==> config.mk <==
export PLATFORM = sky130hd
export DESIGN_NAME = grom_mem_arbiter
export DESIGN_NICKNAME = d
export VERILOG_FILES = /design/src/rtl/grom_mem_arbiter.sv
export SDC_FILE = /design/constraint.sdc
export NUM_CORES = 1
export LEC_CHECK = 0
export BUFFER_PORTS_ARGS = -buffer_cell sky130_fd_sc_hd__buf_4
export CORE_AREA = 2 2 75 77
export CTS_BUF_LIST = sky130_fd_sc_hd__clkbuf_4
export DETAILED_ROUTE_END_ITERATION = 16
export DIE_AREA = 0 0 77 79
export GPL_ROUTABILITY_DRIVEN = 0
export PLACE_DENSITY = 0.59
export SLEW_MARGIN = 20
export SYNTH_ARGS = -nofsm -noshare
export SYNTH_HDL_FRONTEND = slang
export SYNTH_SLANG_ARGS = --single-unit
==> constraint.sdc <==
create_clock -name clk -period 0.8 [get_ports clk]
set_input_delay 0.04 -clock clk [delete_from_list [all_inputs] [get_ports clk]]
set_output_delay 0.04 -clock clk [all_outputs]
set_load 0.01 [all_outputs]
==> src/rtl/grom_mem_arbiter.sv <==
//------------------------------------------------------------------------------
// grom_mem_arbiter: two-master req/gnt arbiter in front of the single-port RAM.
// Fixed priority to master 0; optional macro GROM_ARB_FAIR_EN adds a wait
// counter that forces master 1 through after MAX_WAIT refused cycles.
// Revision: 1.0
//------------------------------------------------------------------------------
`default_nettype none

module grom_mem_arbiter #(
  parameter int ADDR_W   = 12,
  parameter int DATA_W   = 8,
  parameter int MAX_WAIT = 4
) (
  input  logic              clk,
  input  logic              reset_n,
  input  logic              m0_req,
  input  logic              m0_we,
  input  logic [ADDR_W-1:0] m0_addr,
  input  logic [DATA_W-1:0] m0_wdata,
  output logic              m0_gnt,
  output logic              m0_rvalid,
  output logic [DATA_W-1:0] m0_rdata,
  input  logic              m1_req,
  input  logic              m1_we,
  input  logic [ADDR_W-1:0] m1_addr,
  input  logic [DATA_W-1:0] m1_wdata,
  output logic              m1_gnt,
  output logic              m1_rvalid,
  output logic [DATA_W-1:0] m1_rdata,
  output logic [ADDR_W-1:0] mem_addr,
  output logic [DATA_W-1:0] mem_wdata,
  output logic              mem_we,
  input  logic [DATA_W-1:0] mem_rdata,
  output logic              busy
);

  logic force_m1;

`ifdef GROM_ARB_FAIR_EN
  logic [3:0] wait_q, wait_d;

  // Master 1 has been refused MAX_WAIT times in a row: it wins this cycle.
  assign force_m1 = m1_req && (wait_q == 4'(MAX_WAIT));

  always_comb begin
    wait_d = wait_q;
    if (!m1_req || m1_gnt) begin
      wait_d = '0;
    end else begin
      wait_d = wait_q + 4'd1;
    end
  end

  always_ff @(posedge clk or negedge reset_n) begin
    if (!reset_n) begin
      wait_q <= '0;
    end else begin
      wait_q <= wait_d;
    end
  end
`else
  assign force_m1 = 1'b0;
`endif

  assign m0_gnt = reset_n && m0_req && !force_m1;
  assign m1_gnt = reset_n && m1_req && (!m0_req || force_m1);

  logic              any_gnt;
  logic              sel_we;
  logic [ADDR_W-1:0] sel_addr;
  logic [DATA_W-1:0] sel_wdata;

  assign any_gnt = m0_gnt || m1_gnt;

  always_comb begin
    sel_we    = m0_we;
    sel_addr  = m0_addr;
    sel_wdata = m0_wdata;
    if (m1_gnt) begin
      sel_we    = m1_we;
      sel_addr  = m1_addr;
      sel_wdata = m1_wdata;
    end
  end

  logic [ADDR_W-1:0] mem_addr_q, mem_addr_d;
  logic [DATA_W-1:0] mem_wdata_q, mem_wdata_d;
  logic              mem_we_q, mem_we_d;
  logic              busy_q, busy_d;
  logic              s1_valid_q, s1_valid_d;
  logic              s1_owner_q, s1_owner_d;
  logic              s2_valid_q;
  logic              s2_owner_q;

  // Address/data hold their last values on idle cycles; only we/busy drop.
  always_comb begin
    mem_addr_d  = mem_addr_q;
    mem_wdata_d = mem_wdata_q;
    mem_we_d    = 1'b0;
    busy_d      = any_gnt;
    s1_valid_d  = any_gnt && !sel_we;
    s1_owner_d  = m1_gnt;
    if (any_gnt) begin
      mem_addr_d  = sel_addr;
      mem_wdata_d = sel_wdata;
      mem_we_d    = sel_we;
    end
  end

  always_ff @(posedge clk or negedge reset_n) begin
    if (!reset_n) begin
      mem_addr_q  <= '0;
      mem_wdata_q <= '0;
      mem_we_q    <= 1'b0;
      busy_q      <= 1'b0;
      s1_valid_q  <= 1'b0;
      s1_owner_q  <= 1'b0;
      s2_valid_q  <= 1'b0;
      s2_owner_q  <= 1'b0;
    end else begin
      mem_addr_q  <= mem_addr_d;
      mem_wdata_q <= mem_wdata_d;
      mem_we_q    <= mem_we_d;
      busy_q      <= busy_d;
      s1_valid_q  <= s1_valid_d;
      s1_owner_q  <= s1_owner_d;
      s2_valid_q  <= s1_valid_q;
      s2_owner_q  <= s1_owner_q;
    end
  end

  assign mem_addr  = mem_addr_q;
  assign mem_wdata = mem_wdata_q;
  assign mem_we    = mem_we_q;
  assign busy      = busy_q;

  // Stage 2 lines up with the RAM's registered read data.
  assign m0_rvalid = s2_valid_q && !s2_owner_q;
  assign m1_rvalid = s2_valid_q && s2_owner_q;
  assign m0_rdata  = mem_rdata;
  assign m1_rdata  = mem_rdata;

endmodule

`default_nettype wire

==> impl_metrics.env, run 1 <==
export IMPL_p_switching_mw=0.911
export IMPL_swShare=0.253
export IMPL_die_height_um=79
export IMPL_wl_per_cell_um=14.1
export IMPL_grt_overflow=0
export IMPL_critPathBufInv=1
export IMPL_drive_gt1_frac=0.480
export IMPL_dp_hpwl_um=2520
export IMPL_viasPerCell=4.70
export IMPL_synth_top_area_share=0.425
export IMPL_peakVddDrop_mv=0.695
export IMPL_hold_class="input port to flip-flop"
export IMPL_period_minus_slack_ns=1.03
export IMPL_tightest_slew_ns=0.540
export IMPL_power_density_nw_per_um2=1540
export IMPL_grt_pass1_wl_um=6110
export IMPL_synth_avg_cell_area_um2=12.3
export IMPL_synthesis_nets=179
export IMPL_finish_net_count=251
export IMPL_routed_wl_um=3770
export IMPL_met2_usage=0.198
export IMPL_cts_buffers=3
export IMPL_cts_root_buffer="clkbuf_4"
export IMPL_cp_top_family="flip-flops"
export IMPL_final_setup_worst_slack_ns=-0.228
export IMPL_clk_pin_slew_ns=0.16
export IMPL_start_util=0.287
export IMPL_r2r_slack_ns=-0.06
export IMPL_post_route_period_util=1.29
export IMPL_vias=1259
export IMPL_slowest_stage="dfrtp_1"
export IMPL_timing_slew_headroom=0.640
export IMPL_startpoint_type="flip-flop"
export IMPL_antenna_found_initial=0
export IMPL_ys_ff_latch=26
export IMPL_cts_buffer_depth=2
export IMPL_synth_cells=125
export IMPL_drc=0
export IMPL_drtPass1Iterations=4
export IMPL_p_int_mw=2.69
export IMPL_crit_type="flip-flop to output port"
export IMPL_grt_busiest_layer="met2"
export IMPL_crit_required_ns=0.76
export IMPL_rows=27
export IMPL_cts_tree="built"
export IMPL_power_mw=3.60
export IMPL_synth_top_cell_by_area="dfrtp_1"
export IMPL_yosys_warnings=0
export IMPL_area_growth_pct=52.7
export IMPL_clkLatencyLatePin_ns=0.33
export IMPL_grt_pass1_vias=1275
export IMPL_p_clk_frac=0.258
export IMPL_violations="setup timing"
export IMPL_drv_slew=0
export IMPL_clock_sinks=26
export IMPL_antenna_cells=0
export IMPL_place_area_um2=2040
export IMPL_postRouteAntennaNets=0
export IMPL_fp_dieW_um=77
export IMPL_p_leak_nw=1.08
export IMPL_cpPeakStageDelay_ns=0.40
export IMPL_worstPathCellList="and2_4 -> buf_6"
export IMPL_arrival_ns=0.99
export IMPL_yosys_top_cells_area="dfrtp_1 42%, nand4bb_1 15%, o211a_1 12%"
export IMPL_maxCapViolations=0
export IMPL_ys_seq_area_frac=0.425
export IMPL_hold_viol_final=0
export IMPL_track_usage=0.124
export IMPL_portBuffers=71
export IMPL_fin_area_um2=2340
export IMPL_rsz0062_at_grt="true"
export IMPL_path_max_fanout=2
export IMPL_fin_hold_ws_ns=0.0221
export IMPL_finalClockSkew_ns=0.000353
export IMPL_drt_iter0_drc=48
export IMPL_cts_max_level=1
export IMPL_endpoint_kind="output port"
export IMPL_status="finished with violations"
export IMPL_core_area_um2=5340
export IMPL_synth_distinct_cells=19
export IMPL_synth_area_um2=1530
export IMPL_die_area_um2=6080
export IMPL_grtUsageMet1=0.172
export IMPL_setup_violations=31
export IMPL_met3_usage=0.0318
export IMPL_grt_max_degree=29
export IMPL_p_comb_frac=0.303
export IMPL_p_seq_frac=0.439
export IMPL_fillers=530
export IMPL_timing_fmax_ghz=0.973
export IMPL_pin_count=96
synth_stat cells, drive strengths merged:
| cell | instances |
|---|---|
| and3b | 1 |
| dfrtp | 26 |
| o21a | 2 |
| buf | 28 |
| o221a | 2 |
| nor2b | 2 |
| a21boi | 1 |
| nand4bb | 20 |
| nor3b | 1 |
| clkbuf | 1 |
| inv | 1 |
| o211a | 18 |
| nand2 | 2 |
| nand3b | 19 |
| and2 | 1 |
power by group through the flow:
stage / Sequential [mW] / Combinational (mW) / Clock, mW
5_1_grt: 1.60 / 1.17 / 1.02
2_1_floorplan: 1.63 / 0.421 / 0
4_1_cts: 1.58 / 1.05 / 0.961
3_5_place_dp: 1.57 / 0.899 / 0
3_3_place_gp: 1.58 / 0.892 / 0
6_report: 1.58 / 1.09 / 0.930
placed cells by master, fill, tap and decap left out:
| cell | netlist | final |
|---|---|---|
| nand2_2 | 1 | 1 |
| o21a_4 | 1 | 1 |
| nor2b_1 | 2 | 2 |
| nand2_1 | 1 | 1 |
| nand4bb_1 | 20 | 20 |
| o211a_1 | 18 | 18 |
| dfrtp_1 | 26 | 26 |
| clkbuf_4 | 0 | 3 |
| nand3b_1 | 19 | 19 |
| bufinv_16 | 0 | 1 |
| nor3b_1 | 1 | 1 |
| o21a_1 | 1 | 1 |
| o221a_1 | 2 | 2 |
| and2_4 | 0 | 1 |
| buf_4 | 20 | 57 |
| inv_1 | 1 | 1 |
| dlymetal6s4s_1 | 0 | 1 |
| dlygate4sd3_1 | 0 | 8 |
| buf_12 | 0 | 4 |
| and3b_1 | 1 | 1 |
| a21boi_1 | 1 | 1 |
| buf_6 | 6 | 26 |
layout make-up:
| cell class | instances | area, um^2 | share of cell area |
|---|---|---|---|
| Timing Repair Buffer | 96 | 893 | 0.382 |
| Sequential cell | 26 | 651 | 0.278 |
| Multi-Input combinational cell | 69 | 648 | 0.277 |
| Tap cell | 72 | 90.1 | 0.0385 |
| Clock inverter | 1 | 30.0 | 0.0128 |
| Clock buffer | 3 | 22.5 | 0.00963 |
| Inverter | 1 | 3.75 | 0.00161 |
worst paths after layout:
kind	start	endpoint	cells after the start
setup / recovery	s2_valid_q	m1_rvalid	2
setup reg to reg	mem_wdata[7]	mem_wdata[7]	2
min in group asynchronous	reset_n	mem_addr[11]	3
hold / removal	m0_addr[9]	mem_addr[9]	3
max in group asynchronous	reset_n	mem_addr[7]	4
hold reg to reg	s1_valid_q	s2_valid_q	0
repair_timing:
action	in CTS	in global routing
hold buffers	8	2
hold endpoints to repair	30	11
pin swaps	4	2
endpoints found under the setup margin	24	44
gates resized for setup	23	5
buffers inserted	4	3
worst min-delay path, cell delays in order:
cell	delay [ns]
buf_4	0.07
nand3b_1	0.09
o211a_1	0.13
per-layer routing:
metal / vias up / wire [um]
li1: 594 / -
met1: 603 / 1810
met2: 54 / 1640
met4: 0 / 30
met3: 8 / 291
met5: - / 0
logic make-up (layout without fill, tap and decap cells):
family	count (synthesis)	after routing	synth area share
compound gates	23	23	0.152
simple gates	46	46	0.270
buf+inv	30	101	0.154
flops	26	26	0.425
registers in the layout, summed over array words and instances, names as in the netlist:
name and count:
s2_valid_q 1, s1_valid_q 1, mem_we 1, s1_owner_q 1, mem_wdata 8, busy 1
s2_owner_q 1, mem_addr 12
per-stage QoR:
stage	utilization	cells	setup TNS (ns)	worst slack (ns)
global placement	0.382	248	-0.290	-0.0297
detailed placement	0.382	248	-0.612	-0.0589
global route	0.438	268	-5.04	-0.297
CTS	0.429	264	-3.76	-0.255
finish	0.438	268	-3.33	-0.228
floorplan	-	125	0	0.00114
Note: power is estimated with default switching activity, not from simulation.
==> inputs of run 2 (changes only) <==
ABC_AREA = 1   (was unset)
CORE_AREA = 2 2 68 70   (was 2 2 75 77)
CTS_BUF_LIST = sky130_fd_sc_hd__clkbuf_16   (was sky130_fd_sc_hd__clkbuf_4)
DIE_AREA = 0 0 70 72   (was 0 0 77 79)
PLACE_DENSITY = 0.63   (was 0.59)
==> run 2 against run 1 <==
  * Combinational power is essentially flat
  * First-iteration DRC count fell by 13%
  * Synthesized cell count grew 22%
  * Non-clock buffer count is 23 higher
  * Largest cell class unchanged
  * The run ends with hold timing, setup timing left
  * Clock skew about the same
  * Critical path type unchanged
  * Count of clock-buffer cells in the layout is the same
==> impl_metrics.env, run 2 <==
export IMPL_drt_iter0_drc=42
export IMPL_arrival_ns=0.85
export IMPL_drive_gt1_frac=0.398
export IMPL_startpoint_type="flip-flop"
export IMPL_yosys_top_cells_area="dfrtp_1 51%, nand3_1 16%, nand2_1 14%"
export IMPL_endpoint_kind="output port"
export IMPL_ys_ff_latch=26
export IMPL_area_growth_pct=89.9
export IMPL_finalClockSkew_ns=0.000185
export IMPL_cts_root_buffer="clkbuf_16"
export IMPL_setup_violations=22
export IMPL_r2r_cells=3
export IMPL_grt_overflow=0
export IMPL_pin_count=96
export IMPL_power_density_nw_per_um2=1710
export IMPL_drtPass1Iterations=4
export IMPL_period_minus_slack_ns=0.887
export IMPL_hold_viol_final=2
export IMPL_cts_buffers=3
export IMPL_yosys_warnings=0
export IMPL_p_leak_nw=1.23
export IMPL_maxCapViolations=0
export IMPL_yosysMostFrequentCell="nand2_1"
export IMPL_synthesis_nets=206
export IMPL_rows=24
export IMPL_async_flop_share=1.00
export IMPL_tightest_slew_ns=0.517
export IMPL_crit_required_ns=0.76
export IMPL_p_clk_frac=0.351
export IMPL_status="finished with violations"
export IMPL_hp_start="m0_wdata[1]"
export IMPL_wl_per_cell_um=12.4
export IMPL_path_max_fanout=2
export IMPL_rsz0062_at_grt="true"
export IMPL_timing_slew_headroom=0.654
export IMPL_dp_hpwl_um=2430
export IMPL_post_route_period_util=1.11
export IMPL_timing_fmax_ghz=1.13
export IMPL_reg2reg_from="mem_wdata[0]"
export IMPL_postRouteAntennaNets=0
export IMPL_track_usage=0.150
export IMPL_grt_max_degree=16
export IMPL_synth_area_um2=1270
export IMPL_grt_pass1_wl_um=6080
export IMPL_layout_commonest_cell="buf_4"
export IMPL_start_util=0.297
export IMPL_hold_class="input port to flip-flop"
export IMPL_core_area_um2=4260
export IMPL_synth_top_cell_by_area="dfrtp_1"
export IMPL_p_switching_mw=0.957
export IMPL_fin_hold_ws_ns=-0.00295
export IMPL_p_int_mw=3.16
export IMPL_p_comb_frac=0.270
export IMPL_clock_sinks=26
export IMPL_p_seq_frac=0.379
export IMPL_antenna_cells=0
export IMPL_swShare=0.233
export IMPL_seq_area_um2=651
export IMPL_die_area_um2=5040
export IMPL_drv_slew=0
export IMPL_largest_reg_flops=12
export IMPL_cts_tree="built"
export IMPL_fin_cells=303
export IMPL_cts_max_level=1
export IMPL_crit_type="flip-flop to output port"
export IMPL_synth_cells=152
export IMPL_synth_top_area_share=0.513
export IMPL_ys_seq_area_frac=0.513
export IMPL_multi_input_area_um2=440
export IMPL_grt_pass1_vias=1387
export IMPL_final_cell_mix="58 x buf_4, 47 x nand2_1, 37 x nand3_1"
export IMPL_vias=1359
export IMPL_ys_top_cells_by_count="47 x nand2_1, 41 x nand3_1, 26 x dfrtp_1"
export IMPL_r2r_slack_ns=0.01
export IMPL_clk_pin_slew_ns=0.07
export IMPL_portBuffers=71
export IMPL_synth_ff_type="dfrtp_1"
export IMPL_synth_distinct_cells=11
export IMPL_clkLatencyLatePin_ns=0.26
export IMPL_violations="hold timing, setup timing"
export IMPL_viasPerCell=4.49
export IMPL_routed_wl_um=3770
export IMPL_final_setup_worst_slack_ns=-0.0871
export IMPL_place_inst=261
export IMPL_peakVddDrop_mv=0.720
export IMPL_r2r_end="mem_wdata[0]"
export IMPL_synth_edf_count=0
export IMPL_cts_buffer_depth=2
export IMPL_drc=0
export IMPL_finish_net_count=306
export IMPL_fillers=395
export IMPL_min_path_cells=3
export IMPL_min_to="mem_wdata[1]"
export IMPL_synth_avg_cell_area_um2=8.34
export IMPL_fp_dieW_um=70
export IMPL_antenna_found_initial=0
export IMPL_die_height_um=72
==> run 2: cell types whose count changed in the layout (fill, tap and decap cells not counted), sizes merged, moves of 2 or more <==
cell | previous run | this run
nor2b | 2 | 0
nand3 | 0 | 41
buf | 87 | 89
nand3b | 19 | 0
nor2 | 0 | 5
dlygate4sd3 | 8 | 30
o211a | 18 | 0
inv | 1 | 7
nand2 | 2 | 48
o21a | 2 | 0
nand4bb | 20 | 0
o221a | 2 | 0
==> run 2: critical path, stage by stage, from the launching register on <==
cell and delay, ns:
dfrtp_1 0.37, inv_1 0.05, nor2_1 0.03, buf_4 0.13
==> run 2: stage by stage <==
stage | utilization | setup slack (ns) | TNS (ns) | power, mW | area, um^2
global placement | 0.427 | 0.0195 | 0 | 2.37 | 1820
CTS | 0.550 | -0.0936 | -0.671 | 4.09 | 2350
detailed placement | 0.427 | 0.0180 | 0 | 2.37 | 1820
global route | 0.565 | -0.150 | -2.32 | 4.30 | 2410
finish | 0.565 | -0.0871 | -0.556 | 4.12 | 2410
floorplan | - | 0.136 | 0 | 1.92 | 1270
==> run 2: worst max-delay path by stage <==
stage	start	end	slack, ns	depth (start not counted)
finish	s2_valid_q	m0_rvalid	-0.09	3
global route	s2_valid_q	m0_rvalid	-0.15	3
CTS	s2_valid_q	m0_rvalid	-0.09	3
detailed placement	m0_req	mem_wdata[1]	0.02	6
global placement	m0_req	s1_valid_q	0.02	5
floorplan	mem_addr[0]	mem_addr[0]	0.14	2
==> run 2: what timing repair did <==
item                                    in CTS  in global routing
endpoints found under the setup margin      23                 40
gates resized for setup                     22                  9
pin swaps                                    2                  7
hold endpoints to repair                    45                 11
cloned                                       0                  0
hold buffers                                30                  1
buffers inserted                             5                  3
==> run 2: cell families after synthesis <==
group                  share of synthesized area
AND/OR/NAND/NOR                            0.332
flip-flops                                 0.513
buffers and inverters                      0.155
==> run 2: layout make-up <==
| cell class | instances | area share |
|---|---|---|
| repair buffers | 119 | 0.465 |
| flip-flops and latches | 26 | 0.270 |
| multi-input cells | 95 | 0.183 |
| clock buffers | 3 | 0.0312 |
| well taps | 52 | 0.0270 |
| clock inverters | 1 | 0.0125 |
| inverters | 7 | 0.0109 |
==> run 2: power groups by stage <==
stage | registers [mW] | clock network [mW] | logic (mW)
finish | 1.56 | 1.44 | 1.11
detailed placement | 1.56 | 0 | 0.816
global placement | 1.55 | 0 | 0.813
floorplan | 1.62 | 0 | 0.309
CTS | 1.56 | 1.48 | 1.06
global route | 1.58 | 1.52 | 1.20
==> run 2: layer usage <==
layer,share of wire,vias up,GRT usage,routed length [um]
li1,-,668,-,-
met1,0.39,637,0.170,1460
met2,0.54,46,0.279,2040
met3,0.055,8,0.0319,206
met4,0.016,0,0.0534,61
met5,0,-,0,0
==> inputs of run 3 (changes only) <==
BUFFER_PORTS_ARGS = unset   (was -buffer_cell sky130_fd_sc_hd__buf_4)
DONT_BUFFER_PORTS = 1   (was unset)
PLACE_DENSITY = 0.44   (was 0.63)
==> run 3 against run 2 <==
  * The run ends with setup timing left
  * Cell count is 15% lower
  * Via count down 12%
  * Worst hold slack improved by 0.010 ns
  * Flip-flop and latch count unchanged
  * Combinational power decreased by 22%
  * Fmax is 6.3% higher
  * Worst setup slack better by 0.053 ns
  * Cell area decreased by 14%
  * Routed wire length fell by 3.2%
  * First-iteration DRC count rose by 26%
  * Non-clock buffer count is 44 lower
  * Clock skew about the same
==> impl_metrics.env, run 3 (synthesis gave the netlist of run 2 again) <==
export IMPL_r2r_end="mem_wdata[7]"
export IMPL_clk_pin_slew_ns=0.07
export IMPL_grt_pass1_wl_um=5890
export IMPL_portBuffers=0
export IMPL_grt_overflow=0
export IMPL_drtPass1Iterations=4
export IMPL_setup_violations=20
export IMPL_cts_buffers=3
export IMPL_timing_slew_headroom=0.749
export IMPL_worstSetupEndpoint="m0_rvalid"
export IMPL_area_growth_pct=63.0
export IMPL_drive_gt1_frac=0.217
export IMPL_swShare=0.231
export IMPL_rows=24
export IMPL_maxCapViolations=0
export IMPL_wl_per_cell_um=14.1
export IMPL_largest_reg_flops=12
export IMPL_cts_root_buffer="clkbuf_16"
export IMPL_fp_dieW_um=70
export IMPL_route_met2_wl_um=1760
export IMPL_crit_required_ns=0.76
export IMPL_final_setup_worst_slack_ns=-0.0342
export IMPL_die_area_um2=5040
export IMPL_period_minus_slack_ns=0.834
export IMPL_wl_met1_um=1530
export IMPL_tightest_slew_ns=0.376
export IMPL_slowest_stage="dfrtp_1"
export IMPL_track_usage=0.145
export IMPL_pin_count=96
export IMPL_min_path_cells=4
export IMPL_die_height_um=72
export IMPL_p_comb_frac=0.225
export IMPL_core_area_um2=4260
export IMPL_reg2reg_from="mem_wdata[7]"
export IMPL_cts_max_level=1
export IMPL_arrival_ns=0.79
export IMPL_final_cell_mix="47 x nand2_1, 44 x dlygate4sd3_1, 35 x nand3_1"
export IMPL_r2r_cells=3
export IMPL_cpPeakStageDelay_ns=0.34
export IMPL_hold_class="input port to flip-flop"
export IMPL_crit_start="s2_valid_q"
export IMPL_post_route_period_util=1.04
export IMPL_clock_sinks=26
export IMPL_start_util=0.297
export IMPL_vias=1199
export IMPL_grt_pass1_vias=1254
export IMPL_layout_commonest_cell="nand2_1"
export IMPL_cp_num_cells=2
export IMPL_r2r_slack_ns=0.04
export IMPL_cp_top_family="flip-flops"
export IMPL_antenna_found_initial=0
export IMPL_p_int_mw=2.98
export IMPL_p_seq_frac=0.406
export IMPL_viasPerCell=4.63
export IMPL_hold_viol_final=0
export IMPL_fillers=399
export IMPL_p_leak_nw=1.00
export IMPL_drv_slew=0
export IMPL_p_switching_mw=0.895
export IMPL_cts_tree="built"
export IMPL_cts_buffer_depth=2
export IMPL_routed_wl_um=3650
export IMPL_wl_met3_um=334
export IMPL_status="finished with violations"
export IMPL_postLayoutCoreUtil=0.484
export IMPL_path_max_fanout=2
export IMPL_dp_hpwl_um=2210
export IMPL_power_density_nw_per_um2=1870
export IMPL_dp_slack_ns=0.0734
export IMPL_finish_net_count=262
export IMPL_antenna_cells=0
export IMPL_rsz0062_at_grt="true"
export IMPL_startpoint_type="flip-flop"
export IMPL_violations="setup timing"
export IMPL_clkLatencyLatePin_ns=0.26
export IMPL_drc=0
export IMPL_p_clk_frac=0.369
export IMPL_worstPathCellList="inv_1 -> nor2_2"
export IMPL_timing_fmax_ghz=1.20
export IMPL_endpoint_kind="output port"
export IMPL_finalClockSkew_ns=0.000105
export IMPL_postRouteAntennaNets=0
export IMPL_peakVddDrop_mv=0.827
export IMPL_crit_type="flip-flop to output port"
export IMPL_grt_max_degree=27
export IMPL_highest_layer="met4"
export IMPL_critPathBufInv=1
export IMPL_drt_iter0_drc=53
-- run 3: per-stage QoR --
| step | setup TNS, ns | std cells | instance area (um^2) | total power, mW | hold slack (ns) |
|---|---|---|---|---|---|
| detailed placement | 0 | 204 | 1340 | 2.09 | -0.255 |
| global route | -0.959 | 259 | 2070 | 4.08 | 0.00954 |
| CTS | -0.482 | 255 | 1990 | 3.87 | 0.00137 |
| finish | -0.343 | 259 | 2070 | 3.87 | 0.00715 |
| global placement | 0 | 204 | 1340 | 2.07 | -0.254 |
| floorplan | 0 | 152 | 1270 | 1.92 | -0.256 |
-- run 3: worst min path at each step --
stage / start / endpoint / slack, ns
after floorplan: reset_n / busy / -0.26
after global placement: reset_n / mem_addr[0] / -0.25
after detailed placement: reset_n / mem_addr[0] / -0.25
after CTS: m1_we / s1_valid_q / 0.001
after global routing: m0_req / s1_owner_q / 0.01
final: m0_req / mem_we / 0.007
-- run 3: repair_timing --
| action | CTS | global route |
|---|---|---|
| hold buffers | 45 | 1 |
| resized for setup | 20 | 9 |
| cloned | 0 | 0 |
| pin swaps | 3 | 6 |
| endpoints found under the hold margin | 48 | 26 |
| setup buffers | 2 | 3 |
| endpoints found under the setup margin | 20 | 23 |
-- run 3: power by group through the flow --
stage               clock [mW]  sequential, mW  combinational [mW]
finish                    1.43            1.57               0.869
global route              1.54            1.59               0.948
CTS                       1.48            1.57               0.820
detailed placement           0            1.57               0.517
global placement             0            1.57               0.504
floorplan                    0            1.62               0.309
-- run 3: layer usage --
layer,GRT usage,vias to the layer above
li1,-,580
met3,0.0472,7
met2,0.271,65
met5,0,-
met1,0.165,547
met4,0.0256,0
-- run 3: area by class of cell --
cell class / instances / area [um^2] / share of cell area
Timing Repair Buffer: 75 / 766 / 0.371
Sequential cell: 26 / 651 / 0.315
Multi-Input combinational cell: 95 / 453 / 0.219
Clock buffer: 3 / 75.1 / 0.0363
Tap cell: 52 / 65.1 / 0.0315
Clock inverter: 1 / 30.0 / 0.0145
Inverter: 7 / 26.3 / 0.0127
-- run 3: worst min-delay path, stage by stage --
cell and delay, ns:
nor2_4 0.03, nand2_1 0.05, nand2_1 0.04, nor2_1 0.07
